<file path="config.mk">
export PLATFORM = sky130hd
export DESIGN_NAME = draw_sequencer
export DESIGN_NICKNAME = d
export VERILOG_FILES = /design/src/rtl/draw_pkg.sv /design/src/rtl/draw_watchdog.sv /design/src/rtl/draw_sequencer.sv
export SDC_FILE = /design/constraint.sdc
export NUM_CORES = 1
export LEC_CHECK = 0
export BUFFER_PORTS_ARGS = -buffer_cell sky130_fd_sc_hd__buf_2
export CAP_MARGIN = 40
export CORE_AREA = 2 2 111 113
export CTS_BUF_LIST = sky130_fd_sc_hd__clkbuf_8
export DETAILED_ROUTE_END_ITERATION = 12
export DIE_AREA = 0 0 113 115
export HOLD_SLACK_MARGIN = 0.06
export PLACE_DENSITY = 0.48
export SETUP_SLACK_MARGIN = 0.3
export SLEW_MARGIN = 15
export SYNTH_ARGS = -nofsm -noshare
export SYNTH_HDL_FRONTEND = slang
export SYNTH_HIERARCHICAL = 1
export SYNTH_SLANG_ARGS = --single-unit
</file>
<file path="constraint.sdc">
create_clock -name clock -period 4.86 [get_ports clock]
set_input_delay 0.243 -clock clock [delete_from_list [all_inputs] [get_ports clock]]
set_output_delay 0.243 -clock clock [all_outputs]
set_load 0.05 [all_outputs]
</file>
<file path="src/rtl/draw_pkg.sv">
// Shared types and constants for the frame draw sequencer and its helpers.
//   draw_state_t : sequencer FSM state encoding
//   X_W/Y_W/COLOUR_W : pixel coordinate and colour widths of the VGA adapter
//   WD_W : width of the per-source watchdog counter
//   DEF_SCREEN_W/DEF_SCREEN_H : visible screen size
package draw_pkg;

  typedef enum logic [1:0] {
    ST_IDLE,
    ST_DRAW,
    ST_RELEASE,
    ST_FINISH
  } draw_state_t;

  localparam int X_W          = 9;
  localparam int Y_W          = 8;
  localparam int COLOUR_W     = 6;
  localparam int WD_W         = 20;
  localparam int DEF_SCREEN_W = 320;
  localparam int DEF_SCREEN_H = 240;

endpackage

</file>
<file path="src/rtl/draw_watchdog.sv">
// Loadable up-counter with clear/enable and a terminal-count compare.
// Shared by the draw sequencer and the link/enemy movement timers.
// Ports:
//   clock, reset      : rising-edge clock, synchronous active-high reset
//   clear             : zero the count (wins over load and enable)
//   load, load_value  : preset the count
//   enable            : count up by one
//   limit             : terminal count
//   expired           : count == limit
module draw_watchdog
  import draw_pkg::*;
#(
  parameter int W = WD_W
) (
  input  logic         clock,
  input  logic         reset,
  input  logic         clear,
  input  logic         load,
  input  logic [W-1:0] load_value,
  input  logic         enable,
  input  logic [W-1:0] limit,
  output logic         expired
);

  logic [W-1:0] count;

  always_ff @(posedge clock) begin
    if (reset || clear) begin
      count <= '0;
    end else if (load) begin
      count <= load_value;
    end else if (enable) begin
      count <= count + 1'b1;
    end
  end

  assign expired = (count == limit);

endmodule

</file>
<file path="src/rtl/draw_sequencer.sv">
// Frame draw sequencer and VGA write arbiter. On frame_start it runs the
// draw/draw_done handshake with each sprite source in index order and
// forwards the active source's pixels to the single VGA write port.
// Optional build macro: DRAW_CLIP_EN drops pixels outside the visible screen.
// Ports:
//   clock, reset        : rising-edge clock, synchronous active-high reset
//   frame_start         : one-cycle frame request (honoured only when idle)
//   src_draw            : one-hot draw enable per source
//   src_x/y/colour      : packed per-source pixel streams, source i in slice i
//   src_write, src_done : per-source pixel valid and draw_done
//   vga_x/y/colour/plot : registered pixel write to the adapter
//   busy                : frame in progress
//   frame_done          : one-cycle pulse at the end of a frame
//   timeout_err         : sticky, a source overran the watchdog
//
// state   | meaning
// IDLE    | no draw active, waiting for frame_start
// DRAW    | src_draw[idx] high, forwarding pixels until done or watchdog
// RELEASE | draw dropped, waiting for src_done[idx] to fall (or watchdog)
// FINISH  | frame_done pulse, back to IDLE
module draw_sequencer
  import draw_pkg::*;
#(
  parameter int              NUM_SRC    = 4,
  parameter int              SCREEN_W   = DEF_SCREEN_W,
  parameter int              SCREEN_H   = DEF_SCREEN_H,
  parameter logic [WD_W-1:0] MAX_CYCLES = 20'd131071
) (
  input  logic                         clock,
  input  logic                         reset,
  input  logic                         frame_start,
  output logic [NUM_SRC-1:0]           src_draw,
  input  logic [X_W*NUM_SRC-1:0]       src_x,
  input  logic [Y_W*NUM_SRC-1:0]       src_y,
  input  logic [COLOUR_W*NUM_SRC-1:0]  src_colour,
  input  logic [NUM_SRC-1:0]           src_write,
  input  logic [NUM_SRC-1:0]           src_done,
  output logic [X_W-1:0]               vga_x,
  output logic [Y_W-1:0]               vga_y,
  output logic [COLOUR_W-1:0]          vga_colour,
  output logic                         vga_plot,
  output logic                         busy,
  output logic                         frame_done,
  output logic                         timeout_err
);

  localparam int               IDX_W      = (NUM_SRC > 1) ? $clog2(NUM_SRC) : 1;
  localparam logic [IDX_W-1:0] LAST_IDX   = IDX_W'(NUM_SRC - 1);
  localparam logic [X_W:0]     SCREEN_W_L = (X_W + 1)'(SCREEN_W);
  localparam logic [Y_W:0]     SCREEN_H_L = (Y_W + 1)'(SCREEN_H);
`ifdef DRAW_CLIP_EN
  localparam bit CLIP_EN = 1'b1;
`else
  localparam bit CLIP_EN = 1'b0;
`endif

  draw_state_t state, state_next;
  logic [IDX_W-1:0] idx, idx_next;
  logic err_set;
  logic wd_clear, wd_enable, wd_expired;

  logic [X_W-1:0]      x_arr      [NUM_SRC];
  logic [Y_W-1:0]      y_arr      [NUM_SRC];
  logic [COLOUR_W-1:0] colour_arr [NUM_SRC];

  for (genvar g = 0; g < NUM_SRC; g++) begin : g_unpack
    assign x_arr[g]      = src_x[g*X_W +: X_W];
    assign y_arr[g]      = src_y[g*Y_W +: Y_W];
    assign colour_arr[g] = src_colour[g*COLOUR_W +: COLOUR_W];
  end

  logic                cur_write, cur_done, in_screen, forward;
  logic [X_W-1:0]      sel_x;
  logic [Y_W-1:0]      sel_y;
  logic [COLOUR_W-1:0] sel_colour;

  assign cur_write  = src_write[idx];
  assign cur_done   = src_done[idx];
  assign sel_x      = x_arr[idx];
  assign sel_y      = y_arr[idx];
  assign sel_colour = colour_arr[idx];
  assign in_screen  = ({1'b0, sel_x} < SCREEN_W_L) && ({1'b0, sel_y} < SCREEN_H_L);
  // done takes priority over write so the completion cycle never plots
  assign forward    = (state == ST_DRAW) && cur_write && !cur_done && (!CLIP_EN || in_screen);

  always_comb begin
    state_next = state;
    idx_next   = idx;
    err_set    = 1'b0;
    src_draw   = '0;
    busy       = 1'b0;
    frame_done = 1'b0;
    case (state)
      ST_IDLE: begin
        if (frame_start) begin
          state_next = ST_DRAW;
          idx_next   = '0;
        end
      end
      ST_DRAW: begin
        src_draw[idx] = 1'b1;
        busy          = 1'b1;
        if (cur_done) begin
          state_next = ST_RELEASE;
        end else if (wd_expired) begin
          state_next = ST_RELEASE;
          err_set    = 1'b1;
        end
      end
      ST_RELEASE: begin
        busy = 1'b1;
        // a source that never drops done is forced out by the watchdog
        if (!cur_done || wd_expired) begin
          err_set = cur_done;
          if (idx == LAST_IDX) begin
            state_next = ST_FINISH;
          end else begin
            idx_next   = idx + 1'b1;
            state_next = ST_DRAW;
          end
        end
      end
      ST_FINISH: begin
        frame_done = 1'b1;
        state_next = ST_IDLE;
      end
      default: state_next = ST_IDLE;
    endcase
  end

  // restarting on every state change gives DRAW and RELEASE their own budget
  assign wd_clear  = (state_next != state);
  assign wd_enable = (state == ST_DRAW) || (state == ST_RELEASE);

  draw_watchdog #(.W(WD_W)) u_watchdog (
    .clock      (clock),
    .reset      (reset),
    .clear      (wd_clear),
    .load       (1'b0),
    .load_value ('0),
    .enable     (wd_enable),
    .limit      (MAX_CYCLES - 1'b1),
    .expired    (wd_expired)
  );

  always_ff @(posedge clock) begin
    if (reset) begin
      state       <= ST_IDLE;
      idx         <= '0;
      timeout_err <= 1'b0;
      vga_x       <= '0;
      vga_y       <= '0;
      vga_colour  <= '0;
      vga_plot    <= 1'b0;
    end else begin
      state    <= state_next;
      idx      <= idx_next;
      vga_plot <= forward;
      if (err_set) begin
        timeout_err <= 1'b1;
      end
      if (forward) begin
        vga_x      <= sel_x;
        vga_y      <= sel_y;
        vga_colour <= sel_colour;
      end
    end
  end

endmodule

</file>
# Word-level counts from Yosys, hierarchy flattened
# Cells that the tools add are included.
[totals]
ff_bits = 49
latch_bits = 0
ram_bits = 0
romBits = 0
input_bits = 103
memories = 0
[classes]
add_sub_neg = 2
mul = 0
n_div = 0
magnitude_cmp = 3
eq_ne = 9
shift = 0
muxes = 32
n_bitwise = 1
n_reduce_logical = 11
[ops]
columns = ["operator", "count"]
rows = [
  ["$add 20x1->20 const B", 1],
  ["$eq 20x17->1 const B", 1],
  ["$bmux 9 s2", 1],
  ["$mux 9", 2],
  ["$bmux 8 s2", 1],
  ["$mux 2", 8],
  ["$mux 8", 2],
  ["$bmux 6 s2", 1],
  ["$mux 6", 2],
  ["$mux 1", 8],
  ["$pmux 2 s4", 1],
  ["$eq 2x2->1 const B", 3],
  ["$ne 2x2->1 const B", 3],
  ["$bmux 1 s2", 2],
  ["$mux 4", 1],
  ["$pmux 2 s2", 1],
  ["$reduce_and 4->1", 1],
  ["$ge 3x3->1 const B", 1],
  ["$logic_and 1x1->1", 3],
  ["$logic_or 1x1->1", 3],
  ["$lt 2x3->1 const B", 1],
  ["$not 2->3", 1],
  ["$add 2x1->2 const B", 1],
  ["$demux 1 s2", 1],
  ["other kinds (8)", 8],
]

# Longest topological paths before layout
# Gate-level depths: netlist (run 1).
[depth]
word_depth = 8
depth_mapped = 14
depth_no_buf = 12

# Modules after synthesis
# The synthesis (run 1) kept the hierarchy.
[by_module_without_submodules]
columns = ["module", "n_inst", "cells_per_inst", "area_per_inst_um2", "seq_area_each_um2"]
rows = [
  ["draw_sequencer", 1, 194, 1933.1, 580.6],
  ["draw_watchdog", 1, 175, 1388.8, 400.4],
]

# Worst setup path before layout (run 1)
# No wires, ideal clock.
[synth_timing]
path_kind = "reg-to-reg"
start = "reg u_watchdog.count[12]"
end = "reg u_watchdog.count[15]"
arrival_time_ns = 3.202
path_slack_ns = 1.601
path_stages_with_launch = 13
path_buffers = 1
period_less_slack_ns = 3.259
cell_sequence = "dfxtp_1 clkbuf_1 xor2_1 nor4_1 nand3_1 nor3_1 nor2b_1 a311o_1 o21ai_1 o211ai_2 nor4b_1 nor4bb_1 or3_1"
[synth_between]
elab_chain_len = 6
word_cells_on_any_way = 9
[synth_rtl]
columns = ["item", "line", "source"]
rows = [
  ["start: declaration", "draw_watchdog.sv:25", "logic [W-1:0] count;"],
  ["start signal: assignment", "draw_watchdog.sv:31", "count <= load_value;"],
  ["start signal: assignment", "draw_watchdog.sv:33", "count <= count + 1'b1;"],
  ["$eq 20x17->1 (*)", "draw_watchdog.sv:37", "assign expired = (count == limit);"],
  ["via wd_expired", "draw_sequencer.sv:60", "logic wd_clear, wd_enable, wd_expired;"],
  ["$mux 2 / $logic_or 1x1->1 (equally long branches)", "draw_sequencer.sv:105, draw_sequencer.sv:113", ""],
  ["$mux 2 (on tied branches)", "draw_sequencer.sv:103, draw_sequencer.sv:113", ""],
  ["$pmux 2 s4 (*)", "draw_sequencer.sv:93", "case (state)"],
  ["$ne 2x2->1 (*)", "draw_sequencer.sv:132", "assign wd_clear = (state_next != state);"],
  ["via wd_clear", "draw_sequencer.sv:60", ""],
  ["$logic_or 1x1->1 (*)", "draw_watchdog.sv:28", "if (reset || clear) begin"],
]
# Mark *: on every way through the listed nets, which the timed path passes. The rest lies on a longest branch.
# A chain may end at the register's enable or synchronous reset.

# Worst setup path after layout (run 1)
[layout_timing]
start = "reg u_watchdog.count[12]"
end = "reg u_watchdog.count[5]"
# The elaborated chain is that of the path after synthesis.

==> results of run 1 <==
## cells by family (layout without fill, tap and decap cells)
| kind of cell | Yosys count | count (layout) | synth area share |
|---|---|---|---|
| multiplexers | 32 | 32 | 0.1940 |
| adder cells (fa/ha/maj) | 9 | 9 | 0.03390 |
| other | 2 | 47 | 0.002261 |
| AND/OR/NAND/NOR | 132 | 132 | 0.2023 |
| AO/OA/AOI/OAI | 74 | 74 | 0.1326 |
| buffers and inverters | 37 | 157 | 0.05009 |
| XOR/XNOR | 34 | 34 | 0.08964 |
| flip-flops | 49 | 49 | 0.2953 |
## per-layer routing
| metal | GRT usage | wire, um |
|---|---|---|
| met1 | 0.1733 | 4047 |
| met2 | 0.2870 | 5124 |
| met3 | 0.03426 | 597 |
| met4 | 0.04797 | 157 |
| met5 | 0 | 0 |
## through the flow
stage                     area [um2]  setup slack [ps]  hold slack, ps  power (mW)
final                           4395              1408           273.1       1.038
after global placement          4247              1591           440.8      0.6781
after global routing            4395              1071           272.7       1.095
after detailed placement        4258              1508           446.1      0.6829
after CTS                       4395              1478           263.2       1.050
after floorplan                 3491              1601           422.4      0.6068
## cell type report
cell class                 instances  area, um2  area share
clock inverter                     3      68.82     0.01566
timing repair buffer             138      706.9      0.1608
inverter                          11      41.29    0.009394
clock buffer                       5      68.82     0.01566
sequential                        49      982.2      0.2235
tap                              147      183.9     0.04184
multi-input combinational        328       2344      0.5332
## cells in the mapped netlist (2+ instances only)
master,number,area [um2]
sky130_fd_sc_hd__dfxtp_1,49,980.9
sky130_fd_sc_hd__nor4_2,2,25.02
sky130_fd_sc_hd__nor2b_1,2,12.51
sky130_fd_sc_hd__nand3b_1,2,15.01
sky130_fd_sc_hd__nor3b_1,3,22.52
sky130_fd_sc_hd__nor2_1,14,52.55
sky130_fd_sc_hd__nand2b_1,5,31.28
sky130_fd_sc_hd__o211ai_1,2,15.01
sky130_fd_sc_hd__clkbuf_2,2,10.01
sky130_fd_sc_hd__mux4_2,22,495.5
sky130_fd_sc_hd__buf_6,2,22.52
sky130_fd_sc_hd__and2_1,4,25.02
sky130_fd_sc_hd__o31a_1,2,17.52
sky130_fd_sc_hd__buf_1,2,7.510
sky130_fd_sc_hd__mux2i_1,7,70.07
sky130_fd_sc_hd__inv_1,10,37.54
sky130_fd_sc_hd__nand2_1,59,221.5
sky130_fd_sc_hd__nand4_1,9,56.30
sky130_fd_sc_hd__nor4_1,7,43.79
sky130_fd_sc_hd__buf_4,2,15.01
sky130_fd_sc_hd__buf_2,2,10.01
sky130_fd_sc_hd__or3_1,3,18.77
sky130_fd_sc_hd__o311a_1,2,20.02
sky130_fd_sc_hd__conb_1,2,7.510
sky130_fd_sc_hd__and3_1,2,12.51
sky130_fd_sc_hd__ha_1,9,112.6
sky130_fd_sc_hd__a21oi_1,42,210.2
sky130_fd_sc_hd__clkbuf_1,16,60.06
sky130_fd_sc_hd__xor2_1,14,122.6
sky130_fd_sc_hd__a31oi_1,2,12.51
sky130_fd_sc_hd__nor3_1,5,25.02
sky130_fd_sc_hd__o21ai_0,12,60.06
sky130_fd_sc_hd__nand3_1,7,35.03
sky130_fd_sc_hd__xnor2_1,20,175.2
sky130_fd_sc_hd__mux4_1,3,78.83
## state kept, by name, summed over array words and instances (netlist names)
name              flops
vga_y                 8
idx                   2
timeout_err           1
vga_plot              1
state                 2
vga_x                 9
u_watchdog/count     20
vga_colour            6
## placed cells by master (no fill, tap or decap), types with 9 or more instances in the layout
cell	Yosys	final
sky130_fd_sc_hd__a21oi_1	42	42
sky130_fd_sc_hd__buf_2	2	133
sky130_fd_sc_hd__dfxtp_1	49	48
sky130_fd_sc_hd__ha_1	9	9
sky130_fd_sc_hd__xor2_1	14	14
sky130_fd_sc_hd__nand2_1	59	59
sky130_fd_sc_hd__o21ai_0	12	12
sky130_fd_sc_hd__xnor2_1	20	20
sky130_fd_sc_hd__inv_1	10	10
sky130_fd_sc_hd__nor2_1	14	14
sky130_fd_sc_hd__mux4_2	22	22
sky130_fd_sc_hd__conb_1	2	47
sky130_fd_sc_hd__nand4_1	9	9
## power by group
group | internal, mW | switching (mW) | total [mW]
registers | 0.422 | 0.0266 | 0.448
clock network | 0.207 | 0.156 | 0.364
logic | 0.102 | 0.124 | 0.225
## path summary, 6_finish.rpt
kind	startpoint	slack [ps]	endpoint
min reg2reg	vga_y[3]$_SDFFE_PP0P_	450	vga_y[3]$_SDFFE_PP0P_
max	u_watchdog/count[12]$_SDFFE_PP0P_	1410	u_watchdog/count[5]$_SDFFE_PP0P_
max reg2reg	u_watchdog/count[12]$_SDFFE_PP0P_	1410	u_watchdog/count[5]$_SDFFE_PP0P_
min	frame_start	270	state[1]$_SDFF_PP0_
## critical path: stages, from the launching register on
cell and delay [ps]:
sky130_fd_sc_hd__dfxtp_1 480, sky130_fd_sc_hd__xor2_1 100, sky130_fd_sc_hd__nor4_1 270, sky130_fd_sc_hd__nand3_1 130, sky130_fd_sc_hd__nor3_1 530, sky130_fd_sc_hd__nor2b_1 100
sky130_fd_sc_hd__a311o_1 400, sky130_fd_sc_hd__o21ai_1 170, sky130_fd_sc_hd__o211ai_2 130, sky130_fd_sc_hd__nor2_1 710, sky130_fd_sc_hd__o21ai_0 210, sky130_fd_sc_hd__a21oi_1 150
==> run_results.csv, run 1 <==
group,metric,value,unit
die,floorplan.initialDensity,0.2813,
placed_design,detailed_placement_wirelength_estimate,7792,um
critical_path,r2r.worst_path.cells,11,
logic_synthesis,synthCells,369,
critical_path,critical_path_required,5110,ps
layout,syn_to_final_growth,32.32,%
cts,cts.sink_count,49,
cts,clk_transition_reported_paths,100,ps
die,core.rowCount,40,
layout,post-route-util,0.3721,
global_routing,grt_start_max_net_pins,35,
cts,h-tree-depth,2,
outcome,outcome,"complete, no violations",
sta,timing_hold_violations_final,0,
power_and_ir_drop,p_leak,1.826,nW
drt,num_vias,3229,
placed_design,finalWeightedCongestion,0.8623,
global_routing,gr-usage-all-layers,0.1533,
sta,relSlewSlack,0.3971,
critical_path,critPathCaptureType,"register",
sta,setup_tns,0,ps
drt,drt-pass1-iter-count,4,
drt,route.detailed.vias_per_inst,4.742,
sta,setup-violations-final,0,
global_routing,grt_first_pass_wirelength,15870,um
cts,post-cts-setup-buffers,0,
die,floorplan.die.height,115,um
cts,clk_latency,320,ps
sta,fin_crit,3452,ps
cts,clk_root_buffer_cell,"sky130_fd_sc_hd__clkbuf_8",
cts,cts_buffer_depth,2,
layout,final_net_count,645,
logic_synthesis,synth.distinct_cells,56,
global_routing,grt_pass1_vias,3237,
cts,cts_tree,"done",
sta,finalCritPeriodShare,0.7102,
layout,layout.filler_cells,1241,
sta,rsz0062_at_grt,"false",
logic_synthesis,post_synth.cell_area_avg,9.003,um2
logic_synthesis,synthesis.area,3322,um2
layout,final_instance_count_excl_fillers,681,
global_routing,antenna_found_initial,0,
layout,antenna_cells,0,
layout,final_layout_size_suffix_gt1_frac,0.3296,
placed_design,placed_cells,673,
critical_path,startpoint_type,"register",
logic_synthesis,dominantRegCellSynth,"sky130_fd_sc_hd__dfxtp_1",
placed_design,buffer_ports.inserted,133,
power_and_ir_drop,peakVddDrop,0.0001535,V
drt,postRouteAntennaNets,0,
run,drv.max_cap_violation_count,0,
worst_hold_path,worst_hold_path_type,"in -> reg",
cts,post_cts.resized_instances,0,
logic_synthesis,synth_enable_flop_cells,0,
drt,drt_iter0_markers,114,
critical_path,critical_path_arrival,3700,ps
logic_synthesis,asyncSetResetFlopFracSynth,0,
die,die-area,13000,um2
sta,timing_max_transition_violations_final,0,
drt,post_route_drc,0,
sta,tightest_slew,901.0,ps
drt,routed_wire_length_per_instance,14.58,um
die,num_io_pins,134,
drt,wl,9928,um
die,core_area,11810,um2
critical_path,worstSetupPathType,"reg -> reg",
die,die_w,113,um
global_routing,grt_overflow,0,
cts,postCtsHoldBufs,0,
power_and_ir_drop,power_density,236.0,nW/um2
sta,clock-skew-final,7.583,ps
sta,clock.fmax,0.2897,GHz
logic_synthesis,synth.ff_latch_count,49,
critical_path,crit_fanout,13,
logic_synthesis,yosysSeqAreaShare,0.2953,
logic_synthesis,yosys_warnings,6,
worst_hold_path,worstHoldPathCells,4,
cts,cts-buffers-inserted,5,
Note: power is estimated with default switching activity, not from simulation.
==> inputs of run 2 (changes only) <==
PLACE_DENSITY = 0.5   (was 0.48)
clock period = 2.98 ns   (was 4.86 ns; I/O delays follow)
==> run 2 against run 1 <==
- sequential share of layout area fell by 1.2 points
- combinational power rose by 110%
- wire length rose by 5.6%
- clock skew rose by 5.0 ps
- sequential power rose by 60%
- setup slack got worse by 1300 ps
- cell count rose by 3.5%
- largest power group unchanged
- highest routed layer unchanged
==> run_results.csv, run 2 (synthesis gave the netlist of run 1 again) <==
group,metric,value,unit
critical_path,critical_path.max_stage_delay,370,ps
critical_path,critical_path_arrival,3040,ps
layout,final_net_count,669,
sta,timing_max_transition_violations_final,0,
drt,drt-pass1-iter-count,4,
critical_path,timing.critical_path.slowest_stage_cell,"sky130_fd_sc_hd__or3_4",
power_and_ir_drop,power,1.625,mW
die,die_w,113,um
placed_design,detailed_placement_wirelength_estimate,8235,um
drt,postRouteAntennaNets,0,
cts,cts_tree,"done",
layout,syn_to_final_growth,40.53,%
sta,rsz0062_at_grt,"true",
critical_path,rr_endpoint,"u_watchdog/count[15]$_SDFFE_PP0P_",
layout,seq_area,988.4,um2
global_routing,grt_first_pass_wirelength,16370,um
run,drv.max_cap_violation_count,0,
drt,routed_wire_length_per_instance,14.87,um
die,num_io_pins,134,
power_and_ir_drop,peakVddDrop,0.0001681,V
layout,multi_input_comb_area,2440,um2
critical_path,r2r.worst_path.cells,11,
sta,tightest_slew,694.8,ps
critical_path,crit_fanout,6,
global_routing,gr_peak_layer,"met2",
sta,setup_tns,0,ps
worst_hold_path,worst_hold_path_type,"in -> reg",
sta,finalCritPeriodShare,0.9520,
die,floorplan.initialDensity,0.2813,
critical_path,critPathBufInv,0,
drt,post_route_drc,0,
global_routing,gr-usage-all-layers,0.1611,
critical_path,worst_setup_slack_for_register_to_register_paths,140,ps
die,die-area,13000,um2
cts,cts_buffer_depth,2,
layout,post-route-util,0.3952,
global_routing,grt_use_met2,0.2962,
placed_design,buffer_ports.inserted,133,
critical_path,critical_path_required,3180,ps
critical_path,worstSetupPathType,"reg -> reg",
layout,final_layout_size_suffix_gt1_frac,0.3853,
critical_path,worstPathCellList,"xor2_1, nor4_2, nand3_1, nor3_4, nor2b_1, a311o_1, o31a_1, o211ai_4, nor4b_4, nor4bb_4, or3_4",
layout,antenna_cells,0,
die,core.rowCount,40,
cts,h-tree-depth,2,
critical_path,worstSetupStartpoint,"u_watchdog/count[13]$_SDFFE_PP0P_",
global_routing,grt_pass1_vias,3154,
critical_path,startpoint_type,"register",
sta,holdWs,172.8,ps
sta,fin_crit,2837,ps
cts,cts-buffers-inserted,5,
cts,clk_transition_reported_paths,100,ps
placed_design,preCtsSetupSlack,-130.6,ps
layout,layout.filler_cells,1227,
critical_path,origin_of_the_critical_flop_to_flop_path,"u_watchdog/count[13]$_SDFFE_PP0P_",
placed_design,finalWeightedCongestion,0.8237,
sta,clock.fmax,0.3525,GHz
global_routing,antenna_found_initial,0,
die,floorplan.die.height,115,um
drt,num_vias,3284,
drt,wl,10480,um
critical_path,cp_num_cells,11,
cts,cts.sink_count,49,
critical_path,critPathCaptureType,"register",
layout,mostFrequentLayoutCell,"sky130_fd_sc_hd__buf_2",
global_routing,grt_util_met3,0.03795,
critical_path,cpLargestDelayFamily,"simple AND/OR/NAND/NOR gates",
outcome,outcome,"complete, no violations",
global_routing,grt_start_max_net_pins,35,
sta,worst_slack,142.9,ps
power_and_ir_drop,p_leak,1.969,nW
global_routing,grt_overflow,0,
sta,clock-skew-final,12.63,ps
sta,relSlewSlack,0.5368,
global_routing,met1_usage,0.1909,
layout,largest_reg_flops,20,
cts,postCtsHoldBufs,0,
critical_path,crit_path_end,"u_watchdog/count[15]$_SDFFE_PP0P_",
power_and_ir_drop,power_density,348.2,nW/um2
layout,largest_registers,"u_watchdog/count (20), vga_x (9), vga_y (8)",
layout,max_flop_register,"u_watchdog/count",
drt,route.detailed.vias_per_inst,4.658,
sta,timing_hold_violations_final,0,
sta,setup-violations-final,0,
drt,drt_iter0_markers,139,
cts,clk_root_buffer_cell,"sky130_fd_sc_hd__clkbuf_8",
layout,most-common-layout-cells,"sky130_fd_sc_hd__buf_2, sky130_fd_sc_hd__nand2_1, sky130_fd_sc_hd__conb_1, sky130_fd_sc_hd__dfxtp_1, sky130_fd_sc_hd__a21oi_1",
die,core_area,11810,um2
cts,clk_latency,320,ps
==> run 2: what timing repair did <==
item / 4_1_cts / 5_1_grt
pin swaps: 12 / 5
setup buffers: 5 / 3
resized for setup: 7 / 12
setup endpoints to repair: 16 / 18
==> run 2: per-layer routing <==
metal / vias to the layer above / part of all wire
li1: 1659 / -
met1: 1513 / 0.39
met2: 106 / 0.53
met3: 6 / 0.059
met4: 0 / 0.011
met5: - / 0
==> run 2: cell type report <==
type	count	area share
sequential	49	0.2117
inverter	11	0.008845
clock buffer	5	0.01474
tap	147	0.03940
multi-input combinational	328	0.5226
timing repair buffer	162	0.1970
clock inverter	3	0.005629
==> run 2: worst min-delay path by stage <==
stage | from | end | slack (ps) | cells past startpoint
floorplan | reset | idx[0]$_SDFFE_PP0P_ | 320 | 2
global placement | vga_y[5]$_SDFFE_PP0P_ | vga_y[5]$_SDFFE_PP0P_ | 440 | 2
detailed placement | vga_x[8]$_SDFFE_PP0P_ | vga_x[8]$_SDFFE_PP0P_ | 440 | 2
CTS | frame_start | state[1]$_SDFF_PP0_ | 160 | 4
global route | frame_start | state[1]$_SDFF_PP0_ | 190 | 4
finish | frame_start | state[1]$_SDFF_PP0_ | 170 | 4
==> run 2: tightest hold or removal path, stage by stage <==
cell	delay [ps]
sky130_fd_sc_hd__buf_2	100
sky130_fd_sc_hd__nor2b_1	70
sky130_fd_sc_hd__nand2_1	70
sky130_fd_sc_hd__a21oi_1	60
==> run 2: metrics by stage <==
stage / instance area (um2) / std cells
after floorplan: 3560 / 414
final: 4668 / 705
after global placement: 4404 / 689
after detailed placement: 4404 / 689
after global routing: 4668 / 705
after CTS: 4576 / 702
==> run 2: report_power, final <==
| part | switching [mW] | total, mW | internal (mW) |
|---|---|---|---|
| Combinational | 0.244 | 0.462 | 0.218 |
| Sequential | 0.0271 | 0.716 | 0.689 |
| Clock | 0.271 | 0.447 | 0.175 |
==> inputs of run 3 (changes only) <==
CTS_BUF_LIST = sky130_fd_sc_hd__clkbuf_4 sky130_fd_sc_hd__clkbuf_8 sky130_fd_sc_hd__clkbuf_16   (was sky130_fd_sc_hd__clkbuf_8)
==> run 3 against run 2 <==
- clock-buffer cell count is the same
- clock skew shrank 3.6 ps
- largest cell class unchanged
- critical path depth is the same
- largest power group unchanged
- final area grew 0.83%
- power grew 9.7%
==> run_results.csv, run 3 (synthesis gave the netlist of run 1 again) <==
group,metric,value,unit
sta,finalCritPeriodShare,0.9350,
drt,num_vias,3284,
critical_path,critPathBufInv,0,
layout,most-common-layout-cells,"sky130_fd_sc_hd__buf_2, sky130_fd_sc_hd__nand2_1, sky130_fd_sc_hd__conb_1, sky130_fd_sc_hd__a21oi_1, sky130_fd_sc_hd__dfxtp_1",
power_and_ir_drop,peakVddDrop,0.0002097,V
drt,route.detailed.vias_per_inst,4.658,
critical_path,critPathCaptureType,"register",
critical_path,critical_path_arrival,2960,ps
drt,routed_wire_length_per_instance,14.68,um
placed_design,buffer_ports.inserted,133,
layout,mostFrequentLayoutCell,"sky130_fd_sc_hd__buf_2",
drt,met2_length,5370,um
layout,syn_to_final_growth,41.69,%
layout,final_net_count,669,
die,die_w,113,um
sta,fin_crit,2786,ps
global_routing,grt_first_pass_wirelength,16300,um
sta,timing_hold_violations_final,0,
critical_path,crit_fanout,6,
run,drv.max_cap_violation_count,0,
critical_path,cpLargestDelayFamily,"simple AND/OR/NAND/NOR gates",
drt,drt_iter0_markers,118,
drt,wl_met1,4208,um
cts,clk_latency,300,ps
drt,post_route_drc,0,
sta,clock.fmax,0.3589,GHz
critical_path,worstPathCellList,"xor2_2, nor4_2, nand3_1, nor3_4, nor2b_1, a311o_1, o31a_1, o211ai_4, nor4b_4, nor4bb_2, or3_1",
power_and_ir_drop,power_density,378.9,nW/um2
die,floorplan.initialDensity,0.2813,
critical_path,worstSetupPathType,"reg -> reg",
critical_path,timing.critical_path.slowest_stage_cell,"sky130_fd_sc_hd__or3_1",
worst_hold_path,worst_hold_path_type,"in -> reg",
global_routing,grt_overflow,0,
die,core.rowCount,40,
die,core_area,11810,um2
layout,final_instance_count_excl_fillers,705,
drt,dr.max_layer_used,"met4",
critical_path,startpoint_type,"register",
cts,h-tree-depth,2,
global_routing,grt_start_max_net_pins,35,
die,num_io_pins,134,
layout,antenna_cells,0,
sta,setup-violations-final,0,
sta,clock-skew-final,9.043,ps
sta,timing_max_transition_violations_final,0,
global_routing,gr-usage-all-layers,0.1607,
global_routing,antenna_found_initial,0,
drt,postRouteAntennaNets,0,
cts,cts-buffers-inserted,5,
critical_path,critical_path_required,3150,ps
placed_design,placed_cells,689,
layout,largest_reg_flops,20,
power_and_ir_drop,p_leak,1.992,nW
sta,tightest_slew,696.9,ps
outcome,outcome,"complete, no violations",
placed_design,preCtsSetupSlack,-130.6,ps
drt,drt-pass1-iter-count,4,
die,floorplan.die.height,115,um
cts,cts_buffer_depth,2,
critical_path,critical_path.max_stage_delay,370,ps
global_routing,grt_pass1_vias,3136,
drt,met3_wirelength,615,um
sta,worst_slack,193.8,ps
sta,rsz0062_at_grt,"true",
sta,relSlewSlack,0.5354,
placed_design,finalWeightedCongestion,0.8237,
layout,max_flop_register,"u_watchdog/count",
layout,largest_registers,"u_watchdog/count (20), vga_x (9), vga_y (8)",
cts,clk_root_buffer_cell,"sky130_fd_sc_hd__clkbuf_16",
placed_design,detailed_placement_wirelength_estimate,8235,um
drt,wl,10350,um
cts,cts.sink_count,49,
layout,layout.filler_cells,1217,
cts,cts_tree,"done",
die,die-area,13000,um2
cts,clk_transition_reported_paths,70,ps
power_and_ir_drop,power,1.784,mW
layout,final_layout_size_suffix_gt1_frac,0.3853,
[run 3: cell counts in the layout (fill, tap and decap cells not counted)]
No cell type changed its count.
[run 3: layout make-up]
cell class	count	area, um2	area share
repair buffers	162	908.4	0.1930
clock inverters	3	26.28	0.005582
flip-flops and latches	49	992.2	0.2108
multi-input cells	328	2430	0.5162
inverters	11	41.29	0.008772
clock buffers	5	125.1	0.02658
well taps	147	183.9	0.03907
[run 3: timing repair]
item / in CTS / in global routing
setup buffers: 5 / 3
pin swaps: 10 / 6
gates resized for setup: 8 / 7
setup endpoints to repair: 16 / 18
gates cloned: 0 / 0
hold buffers: 0 / 0
endpoints found under the hold margin: 0 / 0
[run 3: per-stage QoR]
stage	TNS [ps]	util	hold WS, ps	area, um2
3_3_place_gp	-271.8	0.3729	441.4	4404
4_1_cts	0	0.3923	188.7	4633
5_1_grt	0	0.3985	219.2	4707
6_report	0	0.3985	193.6	4707
2_1_floorplan	0	-	320.8	3560
3_5_place_dp	-1363	0.3729	444.5	4404
[run 3: report_power, final]
part / total [mW] / internal (mW) / switching [mW]
Clock: 0.614 / 0.322 / 0.292
Combinational: 0.453 / 0.214 / 0.239
Sequential: 0.717 / 0.689 / 0.0276
[run 3: path summary, 6_finish.rpt]
| check | start | endpoint | slack, ps | cells after the start |
|---|---|---|---|---|
| max | u_watchdog/count[18]$_SDFFE_PP0P_ | u_watchdog/count[15]$_SDFFE_PP0P_ | 190 | 11 |
| min | frame_start | state[1]$_SDFF_PP0_ | 190 | 4 |
| max reg2reg | u_watchdog/count[18]$_SDFFE_PP0P_ | u_watchdog/count[15]$_SDFFE_PP0P_ | 190 | 11 |
| min reg2reg | vga_y[7]$_SDFFE_PP0P_ | vga_y[7]$_SDFFE_PP0P_ | 450 | 2 |
[run 3: tightest hold or removal path, stage by stage]
cell and delay [ps]:
sky130_fd_sc_hd__buf_2 100, sky130_fd_sc_hd__nor2b_1 70, sky130_fd_sc_hd__nand2_1 70, sky130_fd_sc_hd__a21oi_1 50
[run 3: metal layers]
layer | vias up | global-route usage
li1 | 1660 | -
met1 | 1515 | 0.1902
met2 | 100 | 0.2934
met3 | 9 | 0.03795
met4 | 0 | 0.04146
met5 | - | 0
